`config.mk`:
```
export PLATFORM = sky130hd
export DESIGN_NAME = ex_muldiv_unit
export DESIGN_NICKNAME = d
export VERILOG_FILES = /design/src/rtl/ex_muldiv_unit.sv
export SDC_FILE = /design/constraint.sdc
export NUM_CORES = 1
export LEC_CHECK = 0
export ABC_AREA = 1
export BUFFER_PORTS_ARGS = -buffer_cell sky130_fd_sc_hd__buf_2
export CAP_MARGIN = 20
export CORE_ASPECT_RATIO = 1.25
export CORE_MARGIN = 10
export CORE_UTILIZATION = 47
export CTS_BUF_LIST = sky130_fd_sc_hd__clkbuf_4 sky130_fd_sc_hd__clkbuf_8
export DETAILED_ROUTE_END_ITERATION = 16
export PLACE_DENSITY = 0.67
export SLEW_MARGIN = 25
export SYNTH_ARGS = -nofsm -noshare
export SYNTH_HDL_FRONTEND = slang
export SYNTH_SLANG_ARGS = --single-unit
```
`constraint.sdc`:
```
create_clock -name clk -period 2.45 [get_ports clk]
set_input_delay 0 -clock clk [delete_from_list [all_inputs] [get_ports clk]]
set_output_delay 0 -clock clk [all_outputs]
set_load 0.01 [all_outputs]
```
`src/rtl/ex_muldiv_unit.sv`:
```
// Iterative 32-cycle multiply/divide unit for the EX stage: radix-2 shift-add multiply,
// restoring divide, sign fixup and HI/LO writeback with a registered Busy/Done handshake.
module ex_muldiv_unit #(
    parameter int XLEN = 32
) (
    input  logic            clk,
    input  logic            CLR,
    input  logic            Start,
    input  logic [1:0]      Op,
    input  logic [XLEN-1:0] A,
    input  logic [XLEN-1:0] B,
    input  logic            Flush,
    output logic            Busy,
    output logic            Done,
    output logic [XLEN-1:0] HI,
    output logic [XLEN-1:0] LO,
    output logic            DivByZero
);

    typedef enum logic [1:0] {
        S_IDLE  = 2'd0,
        S_CALC  = 2'd1,
        S_FIXUP = 2'd2
    } state_t;

    state_t              r_state;
    logic [1:0]          r_op;
    logic                r_sa;
    logic                r_sb;
    logic [XLEN-1:0]     r_a;
    logic [XLEN-1:0]     r_b;
    logic [XLEN-1:0]     r_a_raw;
    logic [2*XLEN-1:0]   r_acc;
    logic [5:0]          r_cnt;
    logic                r_busy;
    logic                r_done;
    logic [XLEN-1:0]     r_hi;
    logic [XLEN-1:0]     r_lo;
    logic                r_dbz;

    logic                w_a_neg;
    logic                w_b_neg;
    logic [XLEN-1:0]     w_a_mag;
    logic [XLEN-1:0]     w_b_mag;
    logic [XLEN:0]       w_mul_sum;
    logic [2*XLEN-1:0]   w_mul_next;
    logic [XLEN:0]       w_rem_sh;
    logic [XLEN:0]       w_rem_diff;
    logic [2*XLEN-1:0]   w_div_next;
    logic [2*XLEN-1:0]   w_prod;
    logic [XLEN-1:0]     w_hi_nx;
    logic [XLEN-1:0]     w_lo_nx;
    logic                w_dbz_nx;

    function automatic logic [XLEN-1:0] f_neg(input logic [XLEN-1:0] v);
        return ~v + {{(XLEN-1){1'b0}}, 1'b1};
    endfunction

    function automatic logic [2*XLEN-1:0] f_neg2(input logic [2*XLEN-1:0] v);
        return ~v + {{(2*XLEN-1){1'b0}}, 1'b1};
    endfunction

    assign Busy      = r_busy;
    assign Done      = r_done;
    assign HI        = r_hi;
    assign LO        = r_lo;
    assign DivByZero = r_dbz;

    // Operand magnitudes and one iteration step of both datapaths
    always_comb begin
        w_a_neg    = Op[0] & A[XLEN-1];
        w_b_neg    = Op[0] & B[XLEN-1];
        w_a_mag    = w_a_neg ? f_neg(A) : A;
        w_b_mag    = w_b_neg ? f_neg(B) : B;
        w_mul_sum  = {1'b0, r_acc[2*XLEN-1:XLEN]} + (r_b[0] ? {1'b0, r_a} : {(XLEN+1){1'b0}});
        w_mul_next = {w_mul_sum, r_acc[XLEN-1:1]};
        w_rem_sh   = {r_acc[2*XLEN-1:XLEN], r_a[XLEN-1]};
        w_rem_diff = w_rem_sh - {1'b0, r_b};
        // A borrow out means the divisor did not fit: restore and shift in a zero
        if (w_rem_diff[XLEN]) begin
            w_div_next = {w_rem_sh[XLEN-1:0], r_acc[XLEN-2:0], 1'b0};
        end else begin
            w_div_next = {w_rem_diff[XLEN-1:0], r_acc[XLEN-2:0], 1'b1};
        end
    end

    // Sign correction and special cases applied at writeback
    always_comb begin
        w_prod   = (r_sa ^ r_sb) ? f_neg2(r_acc) : r_acc;
        w_hi_nx  = w_prod[2*XLEN-1:XLEN];
        w_lo_nx  = w_prod[XLEN-1:0];
        w_dbz_nx = 1'b0;
        if (r_op[1]) begin
            if (r_b == {XLEN{1'b0}}) begin
                w_hi_nx  = r_a_raw;
                w_lo_nx  = {XLEN{1'b1}};
                w_dbz_nx = 1'b1;
            end else begin
                // 0x80000000 / -1 falls out naturally: negating 0x80000000 wraps to itself
                w_lo_nx = (r_sa ^ r_sb) ? f_neg(r_acc[XLEN-1:0]) : r_acc[XLEN-1:0];
                w_hi_nx = r_sa ? f_neg(r_acc[2*XLEN-1:XLEN]) : r_acc[2*XLEN-1:XLEN];
            end
        end else begin
            w_dbz_nx = 1'b0;
        end
    end

    // Control FSM, iteration registers and registered outputs
    always_ff @(posedge clk) begin
        if (CLR) begin
            r_state <= S_IDLE;
            r_op    <= 2'b00;
            r_sa    <= 1'b0;
            r_sb    <= 1'b0;
            r_a     <= {XLEN{1'b0}};
            r_b     <= {XLEN{1'b0}};
            r_a_raw <= {XLEN{1'b0}};
            r_acc   <= {(2*XLEN){1'b0}};
            r_cnt   <= 6'd0;
            r_busy  <= 1'b0;
            r_done  <= 1'b0;
            r_hi    <= {XLEN{1'b0}};
            r_lo    <= {XLEN{1'b0}};
            r_dbz   <= 1'b0;
        end else if (Flush) begin
            r_state <= S_IDLE;
            r_busy  <= 1'b0;
            r_done  <= 1'b0;
        end else begin
            case (r_state)
                S_IDLE: begin
                    r_done <= 1'b0;
                    if (Start) begin
                        r_op    <= Op;
                        r_sa    <= w_a_neg;
                        r_sb    <= w_b_neg;
                        r_a     <= w_a_mag;
                        r_b     <= w_b_mag;
                        r_a_raw <= A;
                        r_acc   <= {(2*XLEN){1'b0}};
                        r_cnt   <= 6'd0;
                        r_busy  <= 1'b1;
                        r_state <= S_CALC;
                    end
                end
                S_CALC: begin
                    r_done <= 1'b0;
                    r_cnt  <= r_cnt + 6'd1;
                    if (r_op[1]) begin
                        r_acc <= w_div_next;
                        r_a   <= {r_a[XLEN-2:0], 1'b0};
                    end else begin
                        r_acc <= w_mul_next;
                        r_b   <= {1'b0, r_b[XLEN-1:1]};
                    end
                    if (r_cnt == 6'(XLEN-1)) begin
                        r_state <= S_FIXUP;
                    end
                end
                S_FIXUP: begin
                    r_hi    <= w_hi_nx;
                    r_lo    <= w_lo_nx;
                    r_dbz   <= w_dbz_nx;
                    r_done  <= 1'b1;
                    r_busy  <= 1'b0;
                    r_state <= S_IDLE;
                end
                default: begin
                    r_state <= S_IDLE;
                    r_busy  <= 1'b0;
                    r_done  <= 1'b0;
                end
            endcase
        end
    end

endmodule
```
==> results of run 1 <==
[cells in the final DEF (no fill, tap or decap), drive strengths merged, types with 3 or more instances in the layout]
cell type / instances
and2: 6
dlygate4sd3: 75
ha: 70
a22oi: 31
nor3: 47
o211ai: 24
o21ai: 244
nand2: 890
o22ai: 14
nor2: 361
a31oi: 25
o221ai: 23
clkinv: 13
xnor2: 16
xor2: 63
o21a: 6
a21boi: 3
nand4: 42
nand3: 268
nor4: 7
buf: 448
nand3b: 10
and3: 4
clkbuf: 63
a21oi: 341
inv: 425
o21bai: 13
dfxtp: 238
a21o: 8
or2: 15
[repair_timing]
action	4_1_cts	5_1_grt
buffers inserted	1	19
setup endpoints to repair	48	58
gates resized for setup	30	277
pin swaps	7	51
hold buffers	75	0
gates cloned	1	2
endpoints found under the hold margin	120	0
[registers in the layout, indices dropped and copies added (netlist names)]
name / flops
r_acc: 64
r_state: 2
Busy: 1
r_cnt: 6
r_b: 32
LO: 32
r_a: 32
HI: 32
r_sa: 1
Done: 1
r_sb: 1
DivByZero: 1
r_a_raw: 32
r_op: 1
[power groups by stage]
| stage | Clock, mW | Sequential, mW | Combinational (mW) |
|---|---|---|---|
| 2_1_floorplan | 0 | 4.18 | 1.88 |
| 3_3_place_gp | 0 | 4.24 | 2.99 |
| 3_5_place_dp | 0 | 4.24 | 3.03 |
| 4_1_cts | 4.39 | 4.16 | 3.17 |
| 5_1_grt | 4.55 | 4.19 | 3.73 |
| 6_report | 4.35 | 4.18 | 3.44 |
[layer usage]
metal	vias up	share of wire [%]	track usage [%]	routed length (µm)
met2	1121	48	58.8	44700
met5	-	0	0	0
met1	11607	36	36.9	33600
met3	349	6.8	6.80	6270
li1	11851	-	-	-
met4	0	8.3	25.5	7630
[cell type report]
| type | count | area [µm²] |
|---|---|---|
| clock inverters | 15 | 141 |
| repair buffers | 523 | 4070 |
| multi-input cells | 2540 | 13900 |
| well taps | 552 | 691 |
| inverters | 427 | 1610 |
| diodes | 1 | 2.50 |
| clock buffers | 63 | 842 |
| fillers | 4015 | 15200 |
| flip-flops and latches | 238 | 4800 |
[logic make-up (layout without fill, tap and decap cells)]
family	Yosys count	in the layout	share of synthesized area, %
fa+ha+maj	72	72	4.65
other cells	0	1	0
flops	238	238	24.2
compound gates	737	737	20.7
buf+inv	578	1028	11.3
simple gates	1649	1652	35.6
xor+xnor	79	79	3.51
[metrics by stage]
stage          instance area, µm²  util, %  TNS [ns]  instances
2_1_floorplan               19700        -         0       3353
3_3_place_gp                22900     55.5     -1.81       4182
3_5_place_dp                22900     55.5     -4.60       4182
4_1_cts                     24800     60.1  -0.00114       4337
5_1_grt                     26000     63.1     -1.65       4359
6_report                    26000     63.1   -0.0869       4359
[critical path: stages, from the launching register on]
cell and delay [ns]:
dfxtp_2 0.35, clkinvlp_4 0.18, ha_4 0.29, nand2_4 0.07, inv_2 0.03, nand2_1 0.07
nand2_2 0.06, nand2_2 0.06, nand2_2 0.07, a21oi_4 0.27, nand3_4 0.22, buf_12 0.21
nand2_4 0.11, nand2_1 0.06, nand3_1 0.06, nand3_1 0.12, a21oi_2 0.16
[final timing paths]
path | startpoint | end | slack, ns
max | r_b[19] | r_acc[57] | -0.05
min | Op[1] | r_op[1] | 0.19
max reg2reg | r_b[19] | r_acc[57] | -0.05
min reg2reg | DivByZero | DivByZero | 0.47
==> summary.md, run 1 <==
| Metric | Value |
|---|---|
| Yosys top cell area share | between 20% and 30% |
| Post-layout minimum cycle time | around 2.5 ns |
| Power per cell area | 460 nW/µm² |
| I/O Pins | ~140 |
| GRT Residual Overflow | 0 |
| Synth Warn # | 0 |
| # DRC | 0 |
| Sw Ratio | between 30% and 40% |
| Post-route clock period utilization | 102% |
| First-pass GRT wire length | approximately 140,000 µm |
| Leakage | 12.2 nW |
| Starting Density | between 40% and 50% |
| Setup ws final | -0.0499 ns |
| Die X | between 200 and 250 µm |
| Final hold vios | 0 |
| Hold-critical path depth | 4 |
| Clock buffer depth | 3 |
| Placer Congestion | about 1.1 |
| Post-DP HPWL | 70,300 µm |
| Antenna violations before repair | 1 |
| # H-tree levels | 2 |
| Crit. End Element | flop |
| Clock Sinks | between 200 and 250 |
| Pre-CTS WS | -0.175 ns |
| Top post-synthesis cells by area | dfxtp_1 24%, nand2_1 17%, a21oi_1 8.6% |
| CTS Buf Count | 42 |
| Failing checks | negative setup slack |
| Ys async rst share | 0% |
| First-pass detailed-route iteration total | 7 |
| Clock Skew | ~0.043 ns |
| Worst Max-Slew Pin Slew | between 0.8 and 0.9 ns |
| Area delta synth->final | 32.2% |
| Fmax achieved | between 400 and 500 MHz |
| Share of cells above drive strength 1 | 22.6% |
| Die area | ~51,000 µm² |
| Vias | approximately 25,000 |
| Clk root buf | clkbuf_8 |
| Core box area | roughly 41,000 µm² |
| Die H | approximately 250 µm |
| Main synth FF type | dfxtp_1 |
| Kind of critical path | reg -> reg |
| Maximum vdd ir drop | 399 µV |
| Final Setup Violations | 5 |
| Worst-path clk slew | about 0.070 ns |
| Synth top cells by count | 870 x nand2_1, 409 x inv_1, 346 x nor2_1, 338 x a21oi_1, 261 x nand3_1 |
| Hold_ws | about 0.19 ns |
| Post-synthesis cell count | approximately 3,400 |
| Port Buf Inserts | 136 |
| DR vias/cell | roughly 5.7 |
| Data required time of the worst path | approximately 3.0 ns |
| FP Rows | 83 |
| Total chip power | ~12 mW |
| Post-Route WL | between 90,000 and 100,000 µm |
| R2R depth | 16 |
| Post-synth EDFFs | 0 |
| Latest clock arrival within the worst-skew pair | between 0.6 and 0.7 ns |
| Initial DRC count | a little over 2,000 |
| Final nets | a little under 4,000 |
| Worst Hold Class | in -> reg |
| Number of global-route vias before repair | roughly 23,000 |
| Post-Syn Area | between 15,000 and 20,000 µm² |
| RSZ-0062 raised after global routing | true |
| Worst setup SP type | flop |
| Status | finished with violations |
| Cell internal pwr | 7.70 mW |
| Avg WL per Cell | between 20 and 25 µm |
| Synth cell types | 54 |
| Mean post-synth cell area | 5.87 µm² |
| Combinational power share | between 20% and 30% |
| Clk network pwr share | 36.3% |
| Sequential share of power | a little over a third |
| Max Cap Viol | 0 |
| Syn_nets | approximately 3,500 |
| Count leader, synth | nand2_1 |
| Slew Viols, Final | 0 |
| Register area share after synthesis | between 20% and 30% |
| NetSw | approximately 4.3 mW |
| Worst path arrival time | just over 3 ns |
| Worst slew margin relative to its limit | about 47% |
| Largest net degree at the start of global routing | between 80 and 90 |
| Largest area contributor in the netlist | dfxtp_1 |
| CTS tree | done |
| Max Fanout on Critical Path | 8 |
| Final ANT Viol Nets | 0 |
| Number of synthesized register bits | around 240 |
| Global-route usage over all layers | between 30% and 40% |
No activity file was read; power rests on OpenSTA's default activity.
==> run 2, diff against run 1 <==
--- a/config.mk
+++ b/config.mk
@@ -14,6 +14,7 @@
 export CTS_BUF_LIST = sky130_fd_sc_hd__clkbuf_4 sky130_fd_sc_hd__clkbuf_8
 export DETAILED_ROUTE_END_ITERATION = 16
 export PLACE_DENSITY = 0.67
+export SETUP_SLACK_MARGIN = 0.2
 export SLEW_MARGIN = 25
 export SYNTH_ARGS = -nofsm -noshare
 export SYNTH_HDL_FRONTEND = slang
==> run 2 against run 1 <==
Effect of this change: cell count shrank 0.57%; critical path depth grew 4; clock-buffer cell count grew 6; combinational power is essentially flat; via count shrank 0.91%; sequential power is essentially flat; clock skew shrank 0.0034 ns; setup slack lost 0.043 ns; total power shrank 0.90%; clock power shrank 2%; global-route usage shrank 0.30 points; highest routed layer unchanged; largest cell class unchanged; the run still ends with negative setup slack left; worst hold slack lost 0.15 ns.
==> summary.md, run 2 (synthesis results as in run 1) <==
| Metric | Value |
|---|---|
| Clock Skew | 0.0392 ns (was 0.0426 ns) |
| Dpl cell area | 22,600 µm² (was 22,900 µm²) |
| # DRC | 0 (unchanged) |
| Crit-path leading delay family | simple AND/OR/NAND/NOR gates (unchanged) |
| RSZ-0062 raised after global routing | true (unchanged) |
| Core box area | 41,200 µm² (unchanged) |
| Slowest cell delay on critical path | 0.40 ns (was 0.35 ns) |
| Most common cell after layout, fill and taps aside | nand2_1 (unchanged) |
| Final ANT Viol Nets | 0 (unchanged) |
| Max FFs per register | 64 (unchanged) |
| Register area | 4780 µm² (was 4800 µm²) |
| CTS tree | done (unchanged) |
| CP startpoint | r_b[0] (was r_b[19]) |
| Initial DRC count | 1,971 (was 2,069) |
| Slew Viols, Final | 0 (unchanged) |
| Leakage | 12.1 nW (was 12.2 nW) |
| DR vias/cell | 5.70 (was 5.72) |
| Worst Hold Class | in -> reg (unchanged) |
| Multi-input gate area in the final layout | 13,800 µm² (was 13,900 µm²) |
| Vias | 24,702 (was 24,928) |
| Latest clock arrival within the worst-skew pair | 0.64 ns (about the same) |
| Post-route clock period utilization | 104% (was 102%) |
| Die H | 249 µm (unchanged) |
| Hold EP | r_b[1] (was r_op[1]) |
| Register bank with the most flops | r_acc (unchanged) |
| Post-DP HPWL | 69,500 µm (was 70,300 µm) |
| Failing checks | negative setup slack (unchanged) |
| Clk root buf | clkbuf_8 (unchanged) |
| Power per cell area | 461 nW/µm² (was 460 nW/µm²) |
| Worst setup SP type | flop (unchanged) |
| First-pass detailed-route iteration total | 8 (was 7) |
| GRT Residual Overflow | 0 (unchanged) |
| FF-to-FF Start | r_b[0] (was r_b[19]) |
| Hold-critical path depth | 5 (was 4) |
| Die X | 203 µm (unchanged) |
| Die area | 50,500 µm² (unchanged) |
| Antenna violations before repair | 3 (was 1) |
| FF-to-FF setup slack | -0.09 ns (was -0.05 ns) |
| Hold Startpoint | B[1] (was Op[1]) |
| Clock Sinks | 238 (unchanged) |
| Critical-path cell list | buf_6 -> ha_4 -> fa_2 -> inv_2 -> nand2_2 -> nand2_2 -> nand3_2 -> nand2_2 -> nand2_2 -> nand2_4 -> nand2_4 -> nand2_4 -> nand2_4 -> nand2_4 -> buf_6 -> buf_16 -> nand2_2 -> nand3_2 -> nand2_2 -> a21oi_2 (was clkinvlp_4 -> ha_4 -> nand2_4 -> inv_2 -> nand2_1 -> nand2_2 -> nand2_2 -> nand2_2 -> a21oi_4 -> nand3_4 -> buf_12 -> nand2_4 -> nand2_1 -> nand3_1 -> nand3_1 -> a21oi_2) |
| Global-route usage over all layers | 34.1% (was 34.4%) |
| Buf/Inv on CP | 4 (was 3) |
| Max Fanout on Critical Path | 6 (was 8) |
| Post-layout minimum cycle time | 2.54 ns (was 2.50 ns) |
| Critical R2R Capture | r_acc[44] (was r_acc[57]) |
| Worst path arrival time | 3.07 ns (was 3.03 ns) |
| Status | finished with violations (unchanged) |
| Worst-path clk slew | 0.07 ns (about the same) |
| Final Setup Violations | 27 (was 5) |
| I/O Pins | 137 (unchanged) |
| Area delta synth->final | 30.6% (was 32.2%) |
| Commonest cells after routing, fill and taps aside | 830 x nand2_1, 380 x inv_1, 305 x nor2_1, 305 x a21oi_1, 261 x buf_4 (was 834 x nand2_1, 369 x inv_1, 310 x a21oi_1) |
| # H-tree levels | 2 (unchanged) |
| Port Buf Inserts | 136 (unchanged) |
| Placer Congestion | 1.06 (was 1.09) |
| Final nets | 3,890 (was 3,914) |
| Largest net degree at the start of global routing | 89 (unchanged) |
| Clock buffer depth | 3 (unchanged) |
| Final hold vios | 0 (unchanged) |
| Post-Route WL | 90,500 µm (was 92,200 µm) |
| Max Cap Viol | 0 (unchanged) |
| Setup ws final | -0.0930 ns (was -0.0499 ns) |
| Slowest stage cell, crit path | dfxtp_4 (was dfxtp_2) |
| Share of cells above drive strength 1 | 21.5% (was 22.6%) |
| Fillcell total | 4,023 (was 4,015) |
| Starting Density | 47.7% (unchanged) |
| Kind of critical path | reg -> reg (unchanged) |
| Setup TNS | -0.891 ns (was -0.0869 ns) |
| Fmax achieved | 393 MHz (was 400 MHz) |
| Worst Max-Slew Pin Slew | 0.845 ns (was 0.801 ns) |
| CP most frequent cell | nand2_2 (unchanged) |
| Crit. End Element | flop (unchanged) |
| Data required time of the worst path | 2.98 ns (about the same) |
| FP Rows | 83 (unchanged) |
| First-pass GRT wire length | 136,000 µm (about the same) |
| Number of global-route vias before repair | 23,533 (was 23,402) |
| Fin util | 62.4% (was 63.1%) |
| Final Cell Area | 25,700 µm² (was 26,000 µm²) |
| Maximum vdd ir drop | 447 µV (was 399 µV) |
| Avg WL per Cell | 20.9 µm (was 21.2 µm) |
| Worst slew margin relative to its limit | 43.7% (was 46.6%) |
| R2R depth | 20 (was 16) |
| CTS Buf Count | 43 (was 42) |
-- run 2: layer usage --
| layer | wire [µm] | vias to the layer above | track usage [%] |
|---|---|---|---|
| met4 | 7990 | 0 | 26.7 |
| met3 | 5800 | 344 | 5.35 |
| li1 | - | 11799 | - |
| met5 | 0 | - | 0 |
| met2 | 43300 | 1099 | 58.2 |
| met1 | 33400 | 11460 | 36.9 |
-- run 2: timing repair --
item	in CTS	in global routing
hold buffers	77	0
pin swaps	35	51
setup buffers	10	10
setup endpoints to repair	57	85
hold endpoints to repair	120	0
gates cloned	4	1
resized for setup	134	153
-- run 2: metrics by stage --
stage / power, mW / hold WS [ns] / instances / setup WS [ns]
2_1_floorplan: 6.07 / 0.139 / 3353 / 0.177
3_3_place_gp: 7.16 / 0.244 / 4153 / -0.233
3_5_place_dp: 7.20 / 0.284 / 4153 / -0.264
4_1_cts: 11.7 / 0.00452 / 4320 / -0.0441
5_1_grt: 12.4 / 0.0484 / 4334 / -0.208
6_report: 11.9 / 0.0430 / 4334 / -0.0930
-- run 2: cell type report --
cell class | instances | area share [%]
clock inverters | 7 | 0.268
clock buffers | 69 | 3.45
inverters | 427 | 6.26
diodes | 3 | 0.0292
repair buffers | 499 | 15.1
multi-input cells | 2539 | 53.7
flip-flops and latches | 238 | 18.6
well taps | 552 | 2.69
-- run 2: worst reg2reg max path, cell delays in order, from the launching register on --
cell and delay, ns:
dfxtp_4 0.40, buf_6 0.14, ha_4 0.15, fa_2 0.33
inv_2 0.08, nand2_2 0.06, nand2_2 0.07, nand3_2 0.06
nand2_2 0.07, nand2_2 0.07, nand2_4 0.08, nand2_4 0.07
nand2_4 0.09, nand2_4 0.06, nand2_4 0.12, buf_6 0.13
buf_16 0.12, nand2_2 0.06, nand3_2 0.07, nand2_2 0.06
a21oi_2 0.17
-- run 2: worst max path at each step --
stage	to	slack, ns	cells after the start
after detailed placement	r_acc[44]	-0.26	16
after floorplan	r_acc[59]	0.18	20
after global placement	r_acc[44]	-0.23	16
after CTS	r_acc[41]	-0.04	20
after global routing	r_acc[43]	-0.21	20
final	r_acc[44]	-0.09	20
-- run 2: power by group --
part	internal, mW	switching, mW	leakage (nW)
registers	4.01	0.166	1.94
logic	1.24	2.19	9.70
clock network	2.40	1.85	0.506
